===== config.mk =====
export PLATFORM = sky130hd
export DESIGN_NAME = lfsr_multimode_gen
export DESIGN_NICKNAME = d
export VERILOG_FILES = /design/src/rtl/lfsr_multimode_gen.sv
export SDC_FILE = /design/constraint.sdc
export NUM_CORES = 1
export LEC_CHECK = 0
export ABC_AREA = 1
export BUFFER_PORTS_ARGS = -buffer_cell sky130_fd_sc_hd__buf_2
export CAP_MARGIN = 5
export CORE_UTILIZATION = 35
export CTS_CLUSTER_DIAMETER = 150
export DETAILED_ROUTE_END_ITERATION = 8
export PLACE_DENSITY = 0.52
export SYNTH_ARGS = -nofsm -noshare
export SYNTH_HDL_FRONTEND = slang
export SYNTH_SLANG_ARGS = --single-unit

===== constraint.sdc =====
create_clock -name clk -period 3.75 [get_ports clk]
set_clock_uncertainty 0.2 [all_clocks]
set_input_delay 0 -clock clk [delete_from_list [all_inputs] [get_ports clk]]
set_output_delay 0 -clock clk [all_outputs]
set_load 0.03 [all_outputs]

===== src/rtl/lfsr_multimode_gen.sv =====
// lfsr_multimode_gen: parametrised Fibonacci/Galois LFSR advancing STEP bits per enable,
// with zero-seed protection, lock-up recovery and a period-length counter.
module lfsr_multimode_gen #(
   parameter int                   BIT_WIDTH = 8,
   parameter logic [BIT_WIDTH-1:0] POLY      = 8'h71,
   parameter bit                   MODE      = 1'b0,
   parameter int                   STEP      = 1
) (
   input  logic                 clk,
   input  logic                 rst,
   input  logic                 enable,
   input  logic                 load_evt,
   input  logic [BIT_WIDTH-1:0] seed_data,
   output logic                 lfsr_vld,
   output logic [BIT_WIDTH-1:0] lfsr_data,
   output logic                 lfsr_done,
   output logic [BIT_WIDTH-1:0] lfsr_cnt,
   output logic                 seed_err
);
   localparam logic [BIT_WIDTH-1:0] ONES = '1;
   logic [BIT_WIDTH-1:0] state, seed, adv, cnt, safe_seed;
   assign lfsr_data = state;
   assign lfsr_cnt  = cnt;
   assign safe_seed = (seed_data == '0) ? ONES : seed_data;
   always_comb begin
      adv = state;
      for (int i = 0; i < STEP; i++)
         adv = MODE ? ({adv[BIT_WIDTH-2:0], 1'b0} ^ (adv[BIT_WIDTH-1] ? POLY : '0))
                    : {adv[BIT_WIDTH-2:0], adv[BIT_WIDTH-1] ^ (^(adv[BIT_WIDTH-2:0] & POLY[BIT_WIDTH-1:1]))};
   end
   // state==seed marks the start of a period (fresh load or just-completed cycle): count restarts at 1
   always_ff @(posedge clk) begin
      if (rst) begin
         state     <= ONES;
         seed      <= ONES;
         cnt       <= '0;
         lfsr_vld  <= 1'b0;
         lfsr_done <= 1'b0;
         seed_err  <= 1'b0;
      end else begin
         lfsr_vld  <= enable && !load_evt;
         lfsr_done <= 1'b0;
         seed_err  <= 1'b0;
         if (load_evt) begin
            state    <= safe_seed;
            seed     <= safe_seed;
            cnt      <= '0;
            seed_err <= (seed_data == '0);
         end else if (enable) begin
            if (state == '0) begin
               state    <= ONES;
               cnt      <= '0;
               seed_err <= 1'b1;
            end else begin
               state     <= adv;
               cnt       <= ((state == seed) ? '0 : cnt) + BIT_WIDTH'(1);
               lfsr_done <= (adv == seed);
            end
         end
      end
   end
endmodule


==> results.md <==
- Slew Viols, Final: 0
- Synth area leader: dfxtp_1
- GPL Wtd Cong: 0.7696
- Critical-path cell list: dlygate4sd3_1 -> buf_2 -> inv_1 -> a21oi_1 -> nor2_1 -> dlygate4sd3_1 -> o21ai_0 -> dlygate4sd3_1
- Clk buf depth: 2
- Clock-pin slew on the worst setup and hold paths: 0.09 ns
- Setup TNS: 0 ns
- Placed Instances: around 290
- P_sw: around 0.2 mW
- Crit-path max FO: 22
- Cell Area, Synth: 1525 sq um
- Syn Nets: 230
- PortBufs: 30
- P_leak: 0.8782 nW
- Critical path's slowest cell: dlygate4sd3_1
- Setup Buffers After CTS: 0
- Remaining global-route overflow: 0
- Initial Util: 37.32%
- Area contributors post-synth: dfxtp_1, nand2_1, a21oi_1
- Setup CP Type: in -> reg
- Mapped Cells: 216
- Crit path time final: around 2.6 ns
- Slew margin rel.: 71.09%
- Slowest Stage Delay on Critical Path: 0.57 ns
- Root buffer cell: clkbuf_8
- Commonest cells after routing, fill and taps aside: nand2_1, buf_2, dfxtp_1
- Ys async rst share: 0%
- Area of the core: slightly above 4000 sq um
- Multi-input gate area: 872.1 sq um
- Post-DP HPWL: 2809 microns
- Die width: approximately 70 microns
- N_diodes: 0
- Post-synth EDFFs: 0
- Total power draw: 0.6312 mW
- # IOs: 31
- Nature of the critical path startpoint: input pin
- Number of vias per cell: 4.912
- DRT antenna net count: 0
- TritonRoute pass-1 iters: 4
- Final period utilization: between 60% and 70%
- First-pass GRT wire length: 6327 microns
- Number of DRC markers in iteration 0: 72
- Comb power frac: 23.1%
- Most common cell after layout, fill and taps aside: nand2_1
- Synth Warn #: 0
- Register area: 540.5 sq um
- CTS tree: yes
- Drt drc: 0
- DIE HEIGHT: 68.02 microns
- Vias in the first global route: 1426
- VDD IR max: 0.1686 mV
- Crit end category: flop
- Crit path required time: 3.77 ns
- Filler Cell Count: about 450
- Fin nets: 273
- Power per cell area: around 330 nW/um^2
- Area Overhead vs Synth: 23.79%
- Sequential share of the synthesized area: a little over a third
- Clk Latency, worst-skew pair: 0.27 ns
- Hold Path Class: in -> reg
- Layout Cells excl Fill: 308
- Row Count: 23
- Top_reg_cell synth: dfxtp_1
- Switching share of power: between 30% and 40%
- Hold Buf Count CTS: 13
- Inserted Clock Buffers: 3
- DIE AREA: 4626 sq um
- Vias: 1513
- Area share of the largest cell type after synthesis: a little over a third
- Max Cap Viol: 0
- Post-cts resize count: 0
- Unique masters post-synth: 28
- Int Pwr: approximately 0.43 mW
- Worst Max-Slew Pin Slew: 0.4332 ns
- Syn_area_per_cell: 7.061 sq um
- Yosys reg bits: 27
- Reg power frac: about half
- WL final: approximately 3800 microns
- Clk sink count: 27
- Largest net degree at the start of global routing: 23
- Run status: completed
- Final Setup Violations: 0
- Fraction of layout cells with a size suffix above 1: 19.77%
- RSZ-0062 raised after global routing: false
- Clock power share: a little over a quarter
- GR Util All Layers: 18.45%
- Most frequent CP cell: dlygate4sd3_1
- WP data arrival: between 2 and 3 ns
- Final hold viol count: 0
- Initial antenna violation count: 0
- Achievable Freq: 390.7 MHz
- CTS H-Tree Depth: 1
- Routed len/inst: 12.47 microns
-- per-stage QoR --
stage               cell area (sq um)  hold WS [ns]  setup WS, ns  utilization, %
floorplan                        1525      -0.09696         1.604               -
global placement                 1712       0.09303         1.708           41.89
detailed placement               1712       0.08770         1.689           41.89
CTS                              1888       0.05533         1.270           46.20
global route                     1888       0.08041         1.129           46.20
finish                           1888       0.06566         1.191           46.20
-- power groups by stage --
stage | clock [mW] | combinational [mW] | sequential, mW
3_3_place_gp | 0 | 0.137 | 0.326
4_1_cts | 0.174 | 0.146 | 0.320
3_5_place_dp | 0 | 0.135 | 0.327
6_report | 0.166 | 0.146 | 0.320
5_1_grt | 0.187 | 0.161 | 0.323
2_1_floorplan | 0 | 0.0824 | 0.341
-- kinds of logic after synthesis --
logic type | count (synthesis) | synth area share, %
and+or+nand+nor | 100 | 30.93
AOI/OAI and AO/OA | 45 | 16.57
buffers and inverters | 28 | 7.383
DFF | 27 | 35.44
xor gates and xnor gates | 14 | 8.040
adders and majority gates | 2 | 1.640
-- metal layers --
layer	share of wire (%)	up-vias	GRT usage (%)
li1	-	802	-
met1	47	674	22.38
met2	48	33	32.35
met3	4.2	4	4.167
met4	0.94	0	4.948
met5	0	-	0
-- Yosys cell counts (4+ instances only) --
library cell	count
nand2_1	59
dfxtp_1	27
a21oi_1	23
inv_1	17
nand3_1	13
nor2_1	11
o21ai_0	8
xor2_1	8
inv_2	6
o211ai_1	6
xnor2_1	6
nor2_2	5
nor4_1	5
clkbuf_1	4
-- worst max-delay path: cells and delay by family --
family          cells  cell delay, ns
buf+inv             5            2.19
compound gates      2            0.33
simple gates        1            0.06
-- sequential cells by signal (all words and copies together) (netlist names) --
signal     count
lfsr_done      1
seed           8
lfsr_vld       1
seed_err       1
lfsr_cnt       8
lfsr_data      8
-- final timing paths --
check / endpoint / from / cells past startpoint / slack, ns
max: seed[1]$_SDFFE_PP1P_ / load_evt / 8 / 1.19
min: lfsr_data[1]$_SDFFE_PP1P_ / seed_data[1] / 5 / 0.07
max reg2reg: lfsr_data[7]$_SDFFE_PP1P_ / lfsr_data[4]$_SDFFE_PP1P_ / 9 / 1.54
min reg2reg: lfsr_cnt[7]$_SDFFE_PP0P_ / lfsr_cnt[7]$_SDFFE_PP0P_ / 2 / 0.29
-- area by class of cell --
cell class	instances	area share [%]
Multi-Input combinational cell	161	46.19
Inverter	23	4.573
Clock inverter	1	0.2651
Sequential cell	27	28.63
Timing Repair Buffer	43	14.84
Tap cell	50	3.313
Clock buffer	3	2.187
Note: power is estimated with default switching activity, not from simulation.
